**src/rtl/cpu_pkg.sv**
```systemverilog
// Shared CPU definitions: fetch FSM states, NOP encoding and instruction field positions.
package cpu_pkg;

  typedef enum logic [1:0] {FETCH, WAIT, DISCARD, HOLD} fetch_state_t;

  localparam logic [31:0] NOP_INSTR = 32'h0000_0000;

  localparam int unsigned OPCODE_MSB = 31;
  localparam int unsigned OPCODE_LSB = 26;
  localparam int unsigned FUNCT_MSB  = 5;
  localparam int unsigned FUNCT_LSB  = 0;

  function automatic logic [31:0] word_align(input logic [31:0] addr);
    return addr & 32'hFFFF_FFFC;
  endfunction

endpackage

```
**src/rtl/fetch_stage_if.sv**
```systemverilog
// Instruction memory read port: one-cycle request, single delayed response per request.
interface fetch_stage_if;
  logic        req;
  logic [31:0] addr;
  logic        rvalid;
  logic [31:0] rdata;

  modport master (output req, addr, input rvalid, rdata);
  modport slave  (input req, addr, output rvalid, rdata);
endinterface

```
**src/rtl/ifid_reg.sv**
```systemverilog
// IF/ID pipeline register: flush beats stall, stall beats load, otherwise a bubble is inserted.
module ifid_reg (
  input  logic        clk,
  input  logic        rst_n,
  input  logic        stall_i,
  input  logic        flush_i,
  input  logic        load_i,
  input  logic [31:0] instr_i,
  input  logic [31:0] pc4_i,
  output logic        valid_o,
  output logic [31:0] instr_o,
  output logic [31:0] pc4_o
);
  import cpu_pkg::*;

  logic        valid_q, valid_d;
  logic [31:0] instr_q, instr_d;
  logic [31:0] pc4_q, pc4_d;

  always_comb begin
    valid_d = valid_q;
    instr_d = instr_q;
    pc4_d   = pc4_q;
    if (flush_i) begin
      valid_d = 1'b0;
      instr_d = NOP_INSTR;
      pc4_d   = 32'h0;
    end else if (!stall_i) begin
      if (load_i) begin
        valid_d = 1'b1;
        instr_d = instr_i;
        pc4_d   = pc4_i;
      end else begin
        valid_d = 1'b0;
        instr_d = NOP_INSTR;
        pc4_d   = 32'h0;
      end
    end
  end

  always_ff @(posedge clk or negedge rst_n) begin
    if (!rst_n) begin
      valid_q <= 1'b0;
      instr_q <= NOP_INSTR;
      pc4_q   <= 32'h0;
    end else begin
      valid_q <= valid_d;
      instr_q <= instr_d;
      pc4_q   <= pc4_d;
    end
  end

  assign valid_o = valid_q;
  assign instr_o = instr_q;
  assign pc4_o   = pc4_q;

endmodule

```
**src/rtl/fetch_stage.sv**
```systemverilog
// Instruction fetch: pc, request FSM with one outstanding read, skid buffer for stalled
// responses, and the IF/ID register feeding decode.
module fetch_stage #(
  parameter logic [31:0] RESET_PC = 32'h0000_0000
) (
  input  logic                 clk,
  input  logic                 rst_n,
  fetch_stage_if.master        imem,
  input  logic                 stall_i,
  input  logic                 flush_i,
  input  logic                 redirect_valid_i,
  input  logic [31:0]          redirect_pc_i,
  output logic                 ifid_valid_o,
  output logic [31:0]          ifid_instr_o,
  output logic [31:0]          ifid_pc4_o,
  output logic [5:0]           opcode_o,
  output logic [5:0]           funct_o
);
  import cpu_pkg::*;

  fetch_state_t state_q, state_d;
  logic [31:0]  pc_q, pc_d;
  logic [31:0]  req_addr_q, req_addr_d;
  logic         skid_valid_q, skid_valid_d;
  logic [31:0]  skid_instr_q, skid_instr_d;
  logic [31:0]  skid_pc4_q, skid_pc4_d;

  logic         req_c;
  logic         ifid_load;
  logic [31:0]  ifid_instr_in;
  logic [31:0]  ifid_pc4_in;

  always_comb begin
    state_d       = state_q;
    pc_d          = pc_q;
    req_addr_d    = req_addr_q;
    skid_valid_d  = skid_valid_q;
    skid_instr_d  = skid_instr_q;
    skid_pc4_d    = skid_pc4_q;
    req_c         = 1'b0;
    ifid_load     = 1'b0;
    ifid_instr_in = imem.rdata;
    ifid_pc4_in   = req_addr_q + 32'd4;

    unique case (state_q)
      FETCH: begin
        if (redirect_valid_i) begin
          pc_d = word_align(redirect_pc_i);
        end else begin
          req_c      = 1'b1;
          req_addr_d = pc_q;
          pc_d       = pc_q + 32'd4;
          state_d    = WAIT;
        end
      end
      WAIT: begin
        if (redirect_valid_i) begin
          pc_d    = word_align(redirect_pc_i);
          state_d = imem.rvalid ? FETCH : DISCARD;
        end else if (imem.rvalid) begin
          if (stall_i) begin
            skid_valid_d = 1'b1;
            skid_instr_d = imem.rdata;
            skid_pc4_d   = req_addr_q + 32'd4;
            state_d      = HOLD;
          end else begin
            ifid_load = 1'b1;
            state_d   = FETCH;
          end
        end
      end
      DISCARD: begin
        if (redirect_valid_i) pc_d = word_align(redirect_pc_i);
        if (imem.rvalid) state_d = FETCH;
      end
      HOLD: begin
        if (redirect_valid_i) begin
          skid_valid_d = 1'b0;
          pc_d         = word_align(redirect_pc_i);
          state_d      = FETCH;
        end else if (!stall_i) begin
          // A flushed skid entry drains as a bubble.
          ifid_load     = skid_valid_q;
          ifid_instr_in = skid_instr_q;
          ifid_pc4_in   = skid_pc4_q;
          skid_valid_d  = 1'b0;
          state_d       = FETCH;
        end
      end
      default: state_d = FETCH;
    endcase

    if (flush_i) skid_valid_d = 1'b0;
  end

  always_ff @(posedge clk or negedge rst_n) begin
    if (!rst_n) begin
      state_q      <= FETCH;
      pc_q         <= word_align(RESET_PC);
      req_addr_q   <= 32'h0;
      skid_valid_q <= 1'b0;
      skid_instr_q <= NOP_INSTR;
      skid_pc4_q   <= 32'h0;
    end else begin
      state_q      <= state_d;
      pc_q         <= pc_d;
      req_addr_q   <= req_addr_d;
      skid_valid_q <= skid_valid_d;
      skid_instr_q <= skid_instr_d;
      skid_pc4_q   <= skid_pc4_d;
    end
  end

  // state_q sits at FETCH during reset, so the request must be gated explicitly.
  assign imem.req  = req_c & rst_n;
  assign imem.addr = pc_q;

  ifid_reg u_ifid_reg (
    .clk     (clk),
    .rst_n   (rst_n),
    .stall_i (stall_i),
    .flush_i (flush_i),
    .load_i  (ifid_load),
    .instr_i (ifid_instr_in),
    .pc4_i   (ifid_pc4_in),
    .valid_o (ifid_valid_o),
    .instr_o (ifid_instr_o),
    .pc4_o   (ifid_pc4_o)
  );

  assign opcode_o = ifid_instr_o[OPCODE_MSB:OPCODE_LSB];
  assign funct_o  = ifid_instr_o[FUNCT_MSB:FUNCT_LSB];

  rvalid_only_when_outstanding: assert property (
    @(posedge clk) disable iff (!rst_n) imem.rvalid |-> (state_q inside {WAIT, DISCARD})
  );

endmodule

```
**src/flat_wrapper.sv**
```systemverilog
// flat-port wrapper written by rule: the top's interface ports become plain ports
module fetch_stage_flat import cpu_pkg::*;
#(
  parameter logic [31:0] RESET_PC = 32'h0000_0000
)
  (clk, rst_n, stall_i, flush_i, redirect_valid_i, redirect_pc_i, ifid_valid_o, ifid_instr_o, ifid_pc4_o, opcode_o, funct_o, imem_req, imem_addr, imem_rvalid, imem_rdata);
  fetch_stage_if imem_i ();
  input  logic clk;
  input  logic rst_n;
  input  logic stall_i;
  input  logic flush_i;
  input  logic redirect_valid_i;
  input  logic [31:0] redirect_pc_i;
  output logic ifid_valid_o;
  output logic [31:0] ifid_instr_o;
  output logic [31:0] ifid_pc4_o;
  output logic [5:0] opcode_o;
  output logic [5:0] funct_o;
  output wire logic [$bits(imem_i.req)-1:0] imem_req;
  output wire logic [$bits(imem_i.addr)-1:0] imem_addr;
  input wire logic [$bits(imem_i.rvalid)-1:0] imem_rvalid;
  input wire logic [$bits(imem_i.rdata)-1:0] imem_rdata;
  assign imem_req = imem_i.req;
  assign imem_addr = imem_i.addr;
  assign imem_i.rvalid = imem_rvalid;
  assign imem_i.rdata = imem_rdata;
  fetch_stage #(.RESET_PC(RESET_PC)) u_core (.clk(clk), .rst_n(rst_n), .imem(imem_i), .stall_i(stall_i), .flush_i(flush_i), .redirect_valid_i(redirect_valid_i), .redirect_pc_i(redirect_pc_i), .ifid_valid_o(ifid_valid_o), .ifid_instr_o(ifid_instr_o), .ifid_pc4_o(ifid_pc4_o), .opcode_o(opcode_o), .funct_o(funct_o));
endmodule
```
**config.mk**
```make
export PLATFORM = sky130hd
export DESIGN_NAME = fetch_stage_flat
export DESIGN_NICKNAME = d
export VERILOG_FILES = /design/src/rtl/cpu_pkg.sv /design/src/rtl/fetch_stage_if.sv /design/src/rtl/ifid_reg.sv /design/src/rtl/fetch_stage.sv /design/src/flat_wrapper.sv
export SDC_FILE = /design/constraint.sdc
export NUM_CORES = 1
export LEC_CHECK = 0
export CORE_MARGIN = 2
export CORE_UTILIZATION = 56
export DETAILED_ROUTE_END_ITERATION = 6
export PLACE_DENSITY = 0.86
export SYNTH_ARGS = -nofsm -noshare
export SYNTH_HDL_FRONTEND = slang
export SYNTH_SLANG_ARGS = --single-unit
```
**constraint.sdc**
```tcl
create_clock -name clk -period 3.2 [get_ports clk]
set_input_delay 0.48 -clock clk [delete_from_list [all_inputs] [get_ports clk]]
set_output_delay 0.48 -clock clk [all_outputs]
set_load 0.02 [all_outputs]
```
Word-level counts from Yosys, hierarchy flattened:

Index checks and enable logic that the tools add are counted.

* output and inout port bits: 110
* input bits: 70
* flip-flop bits (word level): 196

* add/subtract/negate cells: 2
* reductions and logical operators: 7
* eq/ne operators: 13
* bitwise logic cells: 2
* muxes and demuxes: 40

Operators with widths (count)
* 2-to-1 mux 32 bit: 12
* adder 32 x 3 -> 32 bit (second input constant): 2
* case mux 32 bit (2 select lines): 1
* 2-to-1 mux 1 bit: 16
* 2-to-1 mux 2 bit: 8
* != test 3 bit (second input constant): 5
* case mux 2 bit (4 select lines): 1
* AND reduction 4 bit: 2
* AND reduction 5 bit: 1
* equality test 2 bit (second input constant): 2
* != test 2 x 1 -> 1 bit (second input constant): 2
* != test 2 bit (second input constant): 2
* != test 4 bit (second input constant): 1
* case mux 1 bit (2 select lines): 2
* nonzero test 3 bit: 1
* OR reduction 3 bit: 1
* equality test 2 x 1 -> 1 bit (second input constant): 1
* logical NOT 2 bit: 1
* AND reduction 2 bit: 1
* bitwise AND 1 bit: 1
* NOT 1 bit: 1

Depth between registers and ports, before layout:

* depth after elaboration: 7
* gate-level depth with buffers: 8
* mapped depth without buffers: 6

Modules after synthesis:

A second synthesis with hierarchy kept.

* cells, all modules: 802
* area, all modules: 9097.5 um^2

By module, submodules not included
* fetch_stage: cells each 646, area each 6623.9 um^2, times used 1
* ifid_reg: cells each 156, area each 2473.6 um^2, times used 1

Least setup slack after synthesis:

Ideal clock, no wire load.

* path kind: input port to output port
* start point: input redirect_valid_i
* end point: output imem_req
* path buffers: 2
* stages on the path: 4
* arrival: 1.653 ns
* setup slack: 1.067 ns
* path through: buf_2 > nor3_2 > clkbuf_1 > and2_1

* cells in the longest elaborated chain, start to end: 3

RTL lines
* start, declared: line flat_wrapper.sv:12 `input logic redirect_valid_i;`
* 2-to-1 mux 1 bit: line fetch_stage.sv:47 `if (redirect_valid_i) begin`
* 2-to-1 mux 1 bit: line fetch_stage.sv:45 `unique case (state_q)`
* bitwise AND 1 bit: line fetch_stage.sv:115 `assign imem.req = req_c & rst_n;`
* end, declared: line flat_wrapper.sv:19 `output wire logic [$bits(imem_i.req)-1:0] imem_req;`

No other way between the ends.

Final worst setup path:

* start point: register u_core.state_q[1]
* end point: output imem_req

* cells in the longest elaborated chain, start to end: 3

RTL lines
* start, declared: line fetch_stage.sv:21 `fetch_state_t state_q, state_d;`
* start signal, assigned: line fetch_stage.sv:105 `state_q <= state_d;`
* logical NOT 2 bit: line fetch_stage.sv:45
* 2-to-1 mux 1 bit: line fetch_stage.sv:45
* bitwise AND 1 bit: line fetch_stage.sv:115

No other way between the ends.

==> metrics.csv <==
metric;value;unit
hold_path_class;input pin to flip-flop;
syn-cell-area;0.008897;sq mm
cts_hold_buf;1;
dieArea;0.01691;sq mm
dr.pass1.iters;5;
synth.distinct_cells;50;
synth-main-ff-cell;dfrtp_1;
slew_headroom;0.4337;
drc;0;
setup_violations;0;
worst_slew_pin_slew;0.8417;ns
slew_violations;0;
muxShareOfSynthArea;0.1153;
first_iter_violations;442;
cts-root-buf;clkbuf_16;
die_w;130.0;microns
rsz0062_at_grt;no;
reg2regPathDepth;5;
status;completed;
criticalPathCategory;flip-flop to output pin;
whs;0.3820;ns
post_cts_resize_count;0;
worstSetupStartpointType;flip-flop;
synth_adder_area_share;0.004219;
tns;0;ns
ir_drop;0.4149;mV
place.gp.congestion;0.8607;
hold_viol;0;
port_buffers;175;
first_global_vias;6646;
vias;6975;
fin_cells;1227;
grt_pass1_wl;33730;microns
fp.dieH;130.0;microns
synthCells;848;
synth_top_family_by_area;simple AND/OR/NAND/NOR gates;
cp_max_fo;11;
h-tree-depth;4;
nNetsFinal;1071;
io_pins;180;
switchingPower;0.002077;W
insertion_delay;0.43;ns
p_int;0.005194;W
finClkSkew;0.005727;ns
postCtsSetupRepairBufs;0;
cp.arrival;2.05;ns
p_per_area;634.4;mW/mm^2
worstPathRequired;2.72;ns
dp_hpwl;14210;microns
grt_usage;0.2556;
antenna_cells;0;
drive_gt1_frac;0.1227;
max_clock_freq;395.5;MHz
pwr-share-seq;0.467;
start_util;0.5663;
sw_frac_of_total;0.2857;
antenna_found_initial;0;
coreArea;0.01571;sq mm
leakagePower;4.864;nW
grt_max_degree;64;
min_delay_path_depth;2;
numCtsBuffers;17;
syn_to_final_growth;28.83;%
synth_area_per_cell;10.49;sq um
clkSlewWorstSetupHoldPaths;0.07;ns
final_util;0.7295;
synth-simple-area-share;0.1522;
grt-ovfl-total;0;
post-route-period-util;0.7900;
cts_sinks;189;
synth_xor_xnor_area_share;0.05020;
synthArstFlopShare;1.000;
wire_per_inst;16.94;microns
ys_ff_latch;189;
seq_area_frac_synth;0.5316;
yosysWarnings;0;
synth-compound-area-share;0.1050;
fin_crit;2.528;ns
drt_wl_total;20780;microns
cap_viol_max_count;0;
vias_per_cell;5.685;
cp-end-kind;output pin;
synth-edff-count;0;
rows;46;
dp_cells;1194;
clockBufferDepth;2;
cts_tree;built;
ant_nets;0;
clockPowerShare;0.340;
combinationalPowerShare;0.194;
==> power groups by stage <==
stage | Sequential [W] | Clock [W] | Combinational (W)
CTS | 0.00338 | 0.00250 | 0.00142
detailed placement | 0.00342 | 0 | 0.00140
floorplan | 0.00334 | 0 | 0.000911
global placement | 0.00337 | 0 | 0.00134
global route | 0.00346 | 0.00259 | 0.00156
finish | 0.00339 | 0.00247 | 0.00141
==> worst paths after layout <==
path | slack [ns] | end | start
worst max-delay path | 0.67 | imem_req | u_core.state_q[1]$_DFFE_PN0P_
worst min-delay path | 0.38 | u_core.state_q[0]$_DFFE_PN0P_ | redirect_valid_i
worst max register to register | 0.80 | u_core.skid_pc4_q[31]$_DFFE_PN0P_ | u_core.req_addr_q[2]$_DFFE_PN0P_
worst min register to register | 0.48 | u_core.u_ifid_reg.pc4_o[21]$_DFFE_PN0N_ | u_core.u_ifid_reg.pc4_o[21]$_DFFE_PN0N_
max in group asynchronous | 1.66 | u_core.req_addr_q[4]$_DFFE_PN0P_ | rst_n
min in group asynchronous | 0.48 | u_core.skid_pc4_q[31]$_DFFE_PN0P_ | rst_n
==> cells in the final DEF (no fill, tap or decap), types with 5 or more instances in the layout <==
| master | count |
|---|---|
| nor4_2 | 5 |
| nor3_1 | 14 |
| o21ai_0 | 88 |
| nor3b_1 | 7 |
| xor2_1 | 18 |
| and4_1 | 11 |
| buf_4 | 15 |
| o22ai_1 | 7 |
| o31ai_1 | 5 |
| clkdlybuf4s50_1 | 173 |
| inv_1 | 9 |
| clkbuf_16 | 17 |
| nor4_1 | 12 |
| nand4_1 | 14 |
| nand3_1 | 17 |
| nor2_1 | 49 |
| a32oi_1 | 5 |
| a21oi_1 | 44 |
| xnor2_1 | 33 |
| mux2i_1 | 35 |
| mux2_2 | 59 |
| nand2_1 | 110 |
| a31oi_1 | 5 |
| nand2b_1 | 6 |
| bufinv_16 | 7 |
| dfrtp_1 | 189 |
| a21o_1 | 5 |
==> per-layer routing <==
| metal | GRT usage | up-vias | share of wire |
|---|---|---|---|
| met5 | 0 | - | 0 |
| met4 | 0.09298 | 0 | 0.023 |
| met3 | 0.04756 | 36 | 0.055 |
| met2 | 0.4118 | 264 | 0.48 |
| met1 | 0.3503 | 3401 | 0.44 |
| li1 | - | 3274 | - |
==> through the flow <==
stage / power, W / setup WS [ns] / area, sq um
3_3_place_gp: 0.004710 / 0.7931 / 10760
4_1_cts: 0.007300 / 0.6528 / 11460
6_report: 0.007272 / 0.6719 / 11460
3_5_place_dp: 0.004812 / 0.7664 / 10760
5_1_grt: 0.007620 / 0.5532 / 11460
2_1_floorplan: 0.004253 / 1.067 / 8901
==> registers in the layout, summed over array words and instances (netlist names) <==
register                   count
u_core.state_q                 2
u_core.imem.addr              30
u_core.skid_valid_q            1
u_core.req_addr_q             30
u_core.skid_instr_q           32
u_core.u_ifid_reg.instr_o     32
u_core.skid_pc4_q             30
u_core.u_ifid_reg.valid_o      1
u_core.u_ifid_reg.pc4_o       31
==> cells in the mapped netlist (all sizes together) (4+ instances only) <==
library cell / number / area [sq um]
xnor2: 33 / 289.0
o31ai: 5 / 37.54
o22ai: 7 / 43.79
a31oi: 5 / 31.28
nand4: 15 / 100.1
dfrtp: 189 / 4730
nand3: 18 / 95.09
mux2i: 35 / 350.3
a32oi: 5 / 43.79
buf: 31 / 211.5
and3: 4 / 25.02
nor4: 17 / 137.6
a21oi: 46 / 237.7
inv: 9 / 33.78
nand2: 110 / 412.9
clkbuf: 32 / 120.1
o21ai: 90 / 450.4
a21o: 5 / 37.54
nand2b: 6 / 37.54
and4: 11 / 96.34
mux2: 60 / 675.7
and2: 4 / 25.02
nor2: 49 / 183.9
nor3b: 7 / 52.55
xor2: 18 / 157.7
nor3: 16 / 90.09
==> kinds of logic (layout without fill, tap and decap cells) <==
family,count (synthesis),after routing
fa+ha+maj,3,3
simple gates,268,268
mux,95,95
flops,189,189
compound gates,169,169
xor+xnor,51,51
other cells,1,2
buf+inv,72,234
==> layout make-up <==
type / count / area (sq um)
well taps: 216 / 270.3
clock buffers: 18 / 429.2
flip-flops and latches: 189 / 4730
fillers: 1102 / 4250
multi-input cells: 588 / 3826
repair buffers: 193 / 1911
clock inverters: 14 / 262.8
inverters: 9 / 33.78
==> critical path, cell delays in order, from the launching register on <==
cell and delay (ns):
dfrtp_1 0.59, nor3_4 0.28, and2_1 0.14, clkdlybuf4s50_1 0.59
No activity file was read; power rests on OpenSTA's default activity.
